--- config.mk ---
export PLATFORM = sky130hd
export DESIGN_NAME = y_alu_arbiter_flat
export DESIGN_NICKNAME = d
export VERILOG_FILES = /design/src/rtl/y_alu_arbiter_if.sv /design/src/rtl/y_alu_arbiter.sv /design/src/flat_wrapper.sv
export SDC_FILE = /design/constraint.sdc
export NUM_CORES = 1
export LEC_CHECK = 0
export ABC_CLOCK_PERIOD_IN_PS = 3900
export CAP_MARGIN = 20
export CORE_MARGIN = 1
export CORE_UTILIZATION = 30
export CTS_CLUSTER_DIAMETER = 200
export DETAILED_ROUTE_END_ITERATION = 8
export GPL_ROUTABILITY_DRIVEN = 1
export PLACE_DENSITY = 0.61
export SYNTH_ARGS = -nofsm -noshare
export SYNTH_HDL_FRONTEND = slang
export SYNTH_SLANG_ARGS = --single-unit
--- constraint.sdc ---
create_clock -name clk -period 3.9 [get_ports clk]
set_input_delay 0.39 -clock clk [delete_from_list [all_inputs] [get_ports clk]]
set_output_delay 0.39 -clock clk [all_outputs]
set_load 0.1 [all_outputs]
--- src/rtl/y_alu_arbiter_if.sv ---
// ============================================================================
//  Module   : y_alu_arbiter_if
//  Brief    : Request/response bundle between two ALU clients and the arbiter.
//  Revision : 1.0 - initial release
// ============================================================================
`default_nettype none

interface y_alu_arbiter_if #(
    parameter int WIDTH = 32
);
    logic             req0_valid;
    logic             req0_ready;
    logic [WIDTH-1:0] req0_a;
    logic [WIDTH-1:0] req0_b;
    logic [2:0]       req0_op;

    logic             req1_valid;
    logic             req1_ready;
    logic [WIDTH-1:0] req1_a;
    logic [WIDTH-1:0] req1_b;
    logic [2:0]       req1_op;

    logic             res0_valid;
    logic             res0_ready;
    logic             res1_valid;
    logic             res1_ready;
    logic [WIDTH-1:0] res_z;
    logic             res_err;
    logic             busy;

    modport master (
        output req0_valid, req0_a, req0_b, req0_op,
        output req1_valid, req1_a, req1_b, req1_op,
        output res0_ready, res1_ready,
        input  req0_ready, req1_ready,
        input  res0_valid, res1_valid, res_z, res_err, busy
    );

    modport slave (
        input  req0_valid, req0_a, req0_b, req0_op,
        input  req1_valid, req1_a, req1_b, req1_op,
        input  res0_ready, res1_ready,
        output req0_ready, req1_ready,
        output res0_valid, res1_valid, res_z, res_err, busy
    );
endinterface

`default_nettype wire

--- src/rtl/y_alu_arbiter.sv ---
// ============================================================================
//  Module   : y_alu_arbiter
//  Brief    : Two-requester round-robin arbiter/sequencer for a shared ALU.
//  Revision : 1.0 - initial release
// ============================================================================
`default_nettype none

module y_alu_arbiter #(
    parameter int WIDTH = 32
) (
    input  wire logic      clk,
    input  wire logic      reset,
    y_alu_arbiter_if.slave bus
);

    typedef enum logic [1:0] {
        S_IDLE = 2'd0,
        S_EXEC = 2'd1,
        S_RESP = 2'd2
    } state_t;

    localparam logic [2:0] c_OP_AND = 3'b000;
    localparam logic [2:0] c_OP_OR  = 3'b001;
    localparam logic [2:0] c_OP_ADD = 3'b010;
    localparam logic [2:0] c_OP_SUB = 3'b110;

    state_t           r_state;
    state_t           w_state_nxt;
    logic             r_prio;
    logic             r_owner;
    logic             r_busy;
    logic [WIDTH-1:0] r_a;
    logic [WIDTH-1:0] r_b;
    logic [2:0]       r_op;
    logic [WIDTH-1:0] r_z;
    logic             r_err;

    logic             w_any;
    logic             w_gnt_id;
    logic             w_grant;
    logic             w_owner_rdy;
    logic [WIDTH-1:0] w_sel_a;
    logic [WIDTH-1:0] w_sel_b;
    logic [2:0]       w_sel_op;
    logic [WIDTH-1:0] w_alu_z;
    logic             w_alu_err;

    // Arbitration: a lone requester wins outright; on contention prio decides.
    always_comb begin
        w_any    = bus.req0_valid | bus.req1_valid;
        w_gnt_id = (bus.req0_valid & bus.req1_valid) ? r_prio : bus.req1_valid;
        w_grant  = (r_state == S_IDLE) && w_any && !reset;
        w_sel_a  = w_gnt_id ? bus.req1_a  : bus.req0_a;
        w_sel_b  = w_gnt_id ? bus.req1_b  : bus.req0_b;
        w_sel_op = w_gnt_id ? bus.req1_op : bus.req0_op;
    end

    assign w_owner_rdy = r_owner ? bus.res1_ready : bus.res0_ready;

    always_comb begin
        w_state_nxt = r_state;
        case (r_state)
            S_IDLE:  if (w_grant) w_state_nxt = S_EXEC;
            S_EXEC:  w_state_nxt = S_RESP;
            S_RESP:  if (w_owner_rdy) w_state_nxt = S_IDLE;
            default: w_state_nxt = S_IDLE;
        endcase
    end

    always_comb begin
        w_alu_z   = '0;
        w_alu_err = 1'b0;
        case (r_op)
            c_OP_AND: w_alu_z = r_a & r_b;
            c_OP_OR:  w_alu_z = r_a | r_b;
            c_OP_ADD: w_alu_z = r_a + r_b;
            c_OP_SUB: w_alu_z = r_a - r_b;
            default:  w_alu_err = 1'b1;
        endcase
    end

    always_ff @(posedge clk) begin
        if (reset) begin
            r_state <= S_IDLE;
            r_prio  <= 1'b0;
            r_owner <= 1'b0;
            r_busy  <= 1'b0;
            r_a     <= '0;
            r_b     <= '0;
            r_op    <= '0;
            r_z     <= '0;
            r_err   <= 1'b0;
        end else begin
            r_state <= w_state_nxt;
            r_busy  <= (w_state_nxt != S_IDLE);
            if (w_grant) begin
                r_a     <= w_sel_a;
                r_b     <= w_sel_b;
                r_op    <= w_sel_op;
                r_owner <= w_gnt_id;
                r_prio  <= ~w_gnt_id;
            end
            if (r_state == S_EXEC) begin
                r_z   <= w_alu_z;
                r_err <= w_alu_err;
            end
        end
    end

    assign bus.req0_ready = w_grant && !w_gnt_id;
    assign bus.req1_ready = w_grant &&  w_gnt_id;
    assign bus.res0_valid = (r_state == S_RESP) && !r_owner;
    assign bus.res1_valid = (r_state == S_RESP) &&  r_owner;
    assign bus.res_z      = r_z;
    assign bus.res_err    = r_err;
    assign bus.busy       = r_busy;

endmodule

`default_nettype wire

--- src/flat_wrapper.sv ---
// flat-port wrapper written by rule: the top's interface ports become plain ports
module y_alu_arbiter_flat 
#(
    parameter int WIDTH = 32
)
  (clk, reset, bus_req0_valid, bus_req0_a, bus_req0_b, bus_req0_op, bus_req1_valid, bus_req1_a, bus_req1_b, bus_req1_op, bus_res0_ready, bus_res1_ready, bus_req0_ready, bus_req1_ready, bus_res0_valid, bus_res1_valid, bus_res_z, bus_res_err, bus_busy);
  y_alu_arbiter_if #(.WIDTH(WIDTH)) bus_i ();
  input  wire logic clk;
  input  wire logic reset;
  input wire logic [$bits(bus_i.req0_valid)-1:0] bus_req0_valid;
  input wire logic [$bits(bus_i.req0_a)-1:0] bus_req0_a;
  input wire logic [$bits(bus_i.req0_b)-1:0] bus_req0_b;
  input wire logic [$bits(bus_i.req0_op)-1:0] bus_req0_op;
  input wire logic [$bits(bus_i.req1_valid)-1:0] bus_req1_valid;
  input wire logic [$bits(bus_i.req1_a)-1:0] bus_req1_a;
  input wire logic [$bits(bus_i.req1_b)-1:0] bus_req1_b;
  input wire logic [$bits(bus_i.req1_op)-1:0] bus_req1_op;
  input wire logic [$bits(bus_i.res0_ready)-1:0] bus_res0_ready;
  input wire logic [$bits(bus_i.res1_ready)-1:0] bus_res1_ready;
  output wire logic [$bits(bus_i.req0_ready)-1:0] bus_req0_ready;
  output wire logic [$bits(bus_i.req1_ready)-1:0] bus_req1_ready;
  output wire logic [$bits(bus_i.res0_valid)-1:0] bus_res0_valid;
  output wire logic [$bits(bus_i.res1_valid)-1:0] bus_res1_valid;
  output wire logic [$bits(bus_i.res_z)-1:0] bus_res_z;
  output wire logic [$bits(bus_i.res_err)-1:0] bus_res_err;
  output wire logic [$bits(bus_i.busy)-1:0] bus_busy;
  assign bus_i.req0_valid = bus_req0_valid;
  assign bus_i.req0_a = bus_req0_a;
  assign bus_i.req0_b = bus_req0_b;
  assign bus_i.req0_op = bus_req0_op;
  assign bus_i.req1_valid = bus_req1_valid;
  assign bus_i.req1_a = bus_req1_a;
  assign bus_i.req1_b = bus_req1_b;
  assign bus_i.req1_op = bus_req1_op;
  assign bus_i.res0_ready = bus_res0_ready;
  assign bus_i.res1_ready = bus_res1_ready;
  assign bus_req0_ready = bus_i.req0_ready;
  assign bus_req1_ready = bus_i.req1_ready;
  assign bus_res0_valid = bus_i.res0_valid;
  assign bus_res1_valid = bus_i.res1_valid;
  assign bus_res_z = bus_i.res_z;
  assign bus_res_err = bus_i.res_err;
  assign bus_busy = bus_i.busy;
  y_alu_arbiter #(.WIDTH(WIDTH)) u_core (.clk(clk), .reset(reset), .bus(bus_i));
endmodule
# [Word-level counts from Yosys, hierarchy flattened]
# Index checks and enable logic that the tools add are counted.
[totals] regBits=105 inputBits=140 output_inout_bits=38 word_cells=44
[classes] addsub=2 eq_ne=5 mux=10 bitwise=5 n_reduce_logical=13
[op_table] op="32-bit case mux with 4 select lines" count=1
[op_table] op="32-bit two-way mux" count=2
[op_table] op="32-bit adder" count=1
[op_table] op="32-bit AND" count=1
[op_table] op="32-bit bitwise OR" count=1
[op_table] op="32-bit subtractor" count=1
[op_table] op="1-bit logical AND" count=6
[op_table] op="2-bit case mux with 3 select lines" count=1
[op_table] op="2-bit two-way mux" count=2
[op_table] op="4-bit OR reduction" count=1
[op_table] op="3-bit by 1-bit equality test with 1-bit output, second input constant" count=1
[op_table] op="3-bit by 2-bit equality test with 1-bit output, second input constant" count=1
[op_table] op="3-bit equality test, second input constant" count=1
[op_table] op="1-bit zero test" count=3
[op_table] op="3-bit zero test" count=1
[op_table] op="1-bit two-way mux" count=3
[op_table] op="3-bit two-way mux" count=1
[op_table] op="2-bit by 1-bit equality test with 1-bit output, second input constant" count=1
[op_table] op="2-bit equality test, second input constant" count=1
[op_table] op="2-bit zero test" count=1
[op_table] op="2-bit nonzero test" count=1
[op_table] op="1-bit AND" count=1
[op_table] op="1-bit NOT" count=1
[op_table] op="1-bit bitwise OR" count=1

# [Depth between registers and ports, before layout]
[depth] ltp_word=6 ltp_mapped=17

# [Worst setup path before layout]
# OpenSTA, ideal clock, no wires.
[synth_timing] path_kind="reg2reg" startpoint="register u_core.r_b[2]" endpoint="register u_core.r_z[26] (netlist: u_core.bus.res_z[26])" arrival_ns=3.895 required_ns=3.780 slack_ns=-0.115 path_stages_with_launch=17 n_path_buf=1 period_less_slack_ns=4.015 cell_sequence="dfxtp_1 clkbuf_1 nor4_1 and3_1 inv_1 or2_2 o41ai_1 xor2_1 ha_1 and3_1 a221oi_1 o21bai_1 a31o_2 a31o_2 a31oi_1 mux2i_1 o31a_1"
[synth_between] elab_chain_cells=2 word_cells_on_any_way=3 cone_classes="add/sub: 2; mux: 1"
[synth_lines] element="start, declared" line_no="y_alu_arbiter.sv:33" source="logic [WIDTH-1:0] r_b;"
[synth_lines] element="start signal, assigned" line_no="y_alu_arbiter.sv:98" source="r_b <= w_sel_b;"
[synth_lines] element="32-bit subtractor or 32-bit adder (tied branches)" line_no="y_alu_arbiter.sv:77, y_alu_arbiter.sv:76"
[synth_lines] element="32-bit case mux with 4 select lines *" line_no="y_alu_arbiter.sv:73" source="case (r_op)"
[synth_lines] element="end signal, assigned" line_no="y_alu_arbiter.sv:104" source="r_z <= w_alu_z;"
[synth_lines] element="end, declared" line_no="y_alu_arbiter.sv:35" source="logic [WIDTH-1:0] r_z;"
# Every way passes the cells marked *; elsewhere a longest branch is shown, timed or not.
# A chain may end at the register's enable or synchronous reset.

# [Worst setup path in the final report]
[layout_timing] startpoint="register u_core.r_b[18]" endpoint="register u_core.r_z[30] (netlist: u_core.bus.res_z[30])"
# Same word-level chain as after synthesis.

==> metrics.md <==
| Metric | Value |
|---|---|
| Min-Delay Endpoint | `u_core.r_owner` |
| Setup Skew | `11.1 ps` |
| Worst r2r src | `u_core.r_b[18]` |
| CTS Buffer Depth | `2` |
| Period utilization | `101%` |
| Starting DRT DRC Count | `400` |
| Crit path max fanout | `4` |
| Clock Sink Count | `105` |
| Hold Path Class | `in2reg` |
| FILL cells | `2385` |
| Grt ovf | `0` |
| DP Area | `9920 um2` |
| Post-synth EDFFs | `0` |
| Drt pass-1 iters | `5` |
| Clk_lat worst skew | `370 ps` |
| Synth async-reset ratio | `0%` |
| CTS tree | `built` |
| R2r setup slk | `-30 ps` |
| Max-slew violation count | `0` |
| Synthesized area per cell | `8.13 um2` |
| Pre-CTS setup slack | `-49.2 ps` |
| Leak | `4.40 nW` |
| Flop and latch count out of synthesis | `105` |
| H-tree levels | `3` |
| Worst-path clk slew | `80 ps` |
| Hold Path Origin | `reset` |
| Vias | `7448` |
| CP most frequent cell | `or4_4` |
| Crit Path Category | `reg2reg` |
| Max-slew headroom | `21.6%` |
| Total GRT Usage | `19.3%` |
| Io pins | `178` |
| WL per Instance | `17.0 um` |
| Ys Warns | `0` |
| CTS root buffer | `clkbuf_16` |
| RSZ-0062 raised after global routing | `yes` |
| Vias/cell | `5.19` |
| Power Density | `393 nW/um2` |
| Worst Path Required | `4200 ps` |
| CP Capture Type | `flip-flop` |
| First-pass GRT wire length | `38800 um` |
| DRT antenna net count | `0` |
| Cells on Worst Hold Path | `2` |
| # setup viols final | `1` |
| Placed cells | `1414` |
| Crit-path max cell delay | `610 ps` |
| IO Port Bufs | `177` |
| Critical path arrival | `4220 ps` |
| Area of the mapped netlist | `7370 um2` |
| Cells along the critical path | `or4_4 -> or4_4 -> nor4_4 -> buf_4 -> nand2_4 -> o41ai_4 -> xor2_1 -> ha_1 -> nand2b_1 -> and3_4 -> o21ai_1 -> and3_1 -> o31a_1 -> a211oi_2` |
| Syn Inst Count | `906` |
| Distinct cell type count after synthesis | `62` |
| Reg2Reg Depth | `14` |
| Final net count | `1287` |
| Hold slack | `417 ps` |
| Layout area overhead | `42.8%` |
| Inserted Clock Buffers | `9` |
| Die width | `159 um` |
| Startpoint Class | `flip-flop` |
| Max VDD drop | `0.000189 V` |
| Placer Congestion | `0.901` |
| Layout cells sized above 1 | `15.0%` |
| Worst slew pin tran | `1180 ps` |
| Hold-fix buffers, CTS | `0` |
| Failing checks | `negative setup slack` |
| Antenna cell count | `0` |
| Vias in the first global route | `7168` |
| Max-Cap Viols | `0` |
| Peak Freq | `255 MHz` |
| Status | `finished with violations` |
| Final setup margin | `-25.4 ps` |
| Post-synthesis sequential area ratio | `28.5%` |
| Drt total wl | `24400 um` |
| Die extent in y | `159 um` |
| DPL Wire Length | `18500 um` |
| Fin. Hold Viols | `0` |
| Final Power | `4.14 mW` |
| Row count | `56` |
| Crit path max-delay cell type | `or4_4` |
| Fin cells | `1435` |
| Final Cell Area | `10500 um2` |
| Final min period | `3930 ps` |
| Largest net degree at the start of global routing | `77` |
| Initial Util | `31.0%` |
| Reg-to-reg endpoint | `u_core.bus.res_z[30]` |
| Ys flop type | `dfxtp_1` |
| DRC viols | `0` |
| Core area | `23800 um2` |
| Mapped Nets | `1081` |
| Die Area | `25200 um2` |
| Antenna violations before repair | `0` |
[registers in the layout, indices dropped and copies added, names as in the netlist]
name                count
u_core.r_prio           1
u_core.bus.res_err      1
u_core.r_op             3
u_core.r_a             32
u_core.r_owner          1
u_core.bus.busy         1
u_core.bus.res_z       32
u_core.r_state          2
u_core.r_b             32
[metrics by stage]
step	TNS [ps]	util, %
floorplan	0	-
global placement	-104	41.8
detailed placement	-117	41.8
CTS	-0.267	43.2
global route	-538	44.3
finish	-25.4	44.3
[cell type report]
class | count | area (um2) | area share (%)
clock buffer | 10 | 229 | 2.18
tap | 319 | 399 | 3.79
sequential | 105 | 2100 | 20.0
inverter | 18 | 70.1 | 0.666
multi-input combinational | 720 | 5270 | 50.1
timing repair buffer | 258 | 2400 | 22.9
clock inverter | 5 | 41.3 | 0.392
[repair_timing]
item / 4_1_cts / 5_1_grt
pin swaps: 1 / 29
gates cloned: 0 / 0
resized for setup: 10 / 56
endpoints found under the setup margin: 6 / 14
setup buffers: 1 / 5
[placed cells by master (no fill, tap or decap), drive strengths merged, types with 4 or more instances in the layout]
cell,count
xnor2,21
nand2b,9
a21oi,50
a22oi,7
nor3,27
mux2i,74
and3,12
or2,6
o31ai,6
ha,34
buf,84
nor2b,9
o41ai,5
inv,20
nand3,12
o21ai,35
a221oi,13
or4,5
clkdlybuf4s50,174
nor2,140
a21o,14
o21bai,4
dfxtp,105
o21a,6
clkbuf,10
xor2,25
and2,5
a311oi,4
a211oi,87
nand2,35
maj3,26
nor4,6
[how the worst max path moves through the flow]
stage                      endpoint      startpoint  slack [ps]
2_1_floorplan  u_core.bus.res_z[26]  u_core.r_b[10]           9
3_3_place_gp   u_core.bus.res_z[30]  u_core.r_b[15]         -90
3_5_place_dp   u_core.bus.res_z[26]  u_core.r_b[10]         -50
4_1_cts        u_core.bus.res_z[30]  u_core.r_b[15]        -0.3
5_1_grt        u_core.bus.res_z[30]  u_core.r_b[16]        -170
6_report       u_core.bus.res_z[30]  u_core.r_b[18]         -30
[report_power, final]
| part | switching (mW) | total (mW) | internal, mW |
|---|---|---|---|
| combinational | 1.14 | 1.96 | 0.818 |
| sequential | 0.106 | 1.29 | 1.18 |
| clock | 0.450 | 0.887 | 0.437 |
| total | 1.70 | 4.14 | 2.43 |
[critical path: cells and delay by family (launching register included)]
kind	cells	cell delay, ps
simple gates	7	1990
compound gates	4	850
flops	1	400
fa+ha+maj	1	250
xor+xnor	1	190
buf+inv	1	180
[synthesized netlist by cell type, types with 2 or more instances]
cell type,count,area [um2]
ha_1,34,425
nand4_1,3,18.8
and3_1,12,75.1
a31o_2,3,26.3
nand3b_1,3,22.5
o22ai_1,2,12.5
a211oi_1,87,653
or4_1,3,22.5
xnor2_1,21,184
nor3b_1,2,15.0
o31a_1,3,26.3
o41ai_1,5,43.8
o31ai_1,5,37.5
a22oi_1,7,52.6
nor4_1,5,31.3
or3_1,3,18.8
inv_1,18,67.6
clkbuf_1,49,184
o21ai_0,35,175
nand3_1,12,60.1
nand2b_1,9,56.3
and2_1,5,31.3
mux2i_1,74,741
a221oi_1,13,114
a32oi_1,3,26.3
or2_2,6,37.5
o21a_1,6,45.0
a311oi_1,4,35.0
dfxtp_1,105,2100
nor2b_1,9,56.3
a31oi_1,3,18.8
buf_1,13,48.8
maj3_1,26,260
or4_4,2,22.5
nor3_1,27,135
a21o_1,14,105
o21bai_1,4,30.0
a221o_1,2,20.0
nor2_1,140,526
nand2_1,34,128
xor2_1,25,219
a21oi_1,50,250
[cell families (layout without fill, tap and decap cells)]
logic type,after synthesis,in the layout,synth area share (%)
flip-flops,105,105,28.5
XOR/XNOR,46,46,5.47
adder cells (fa/ha/maj),61,61,9.58
multiplexers,74,74,10.1
AO/OA/AOI/OAI,258,258,24.3
buffers and inverters,81,291,4.14
AND/OR/NAND/NOR,281,281,17.9
[routing by layer]
layer,global-route usage (%),wire (um),vias up
li1,-,-,3760
met3,2.87,1140,29
met2,32.0,11300,194
met4,6.44,563,0
met5,0,0,-
met1,25.3,11400,3465
No activity file was read; power rests on OpenSTA's default activity.
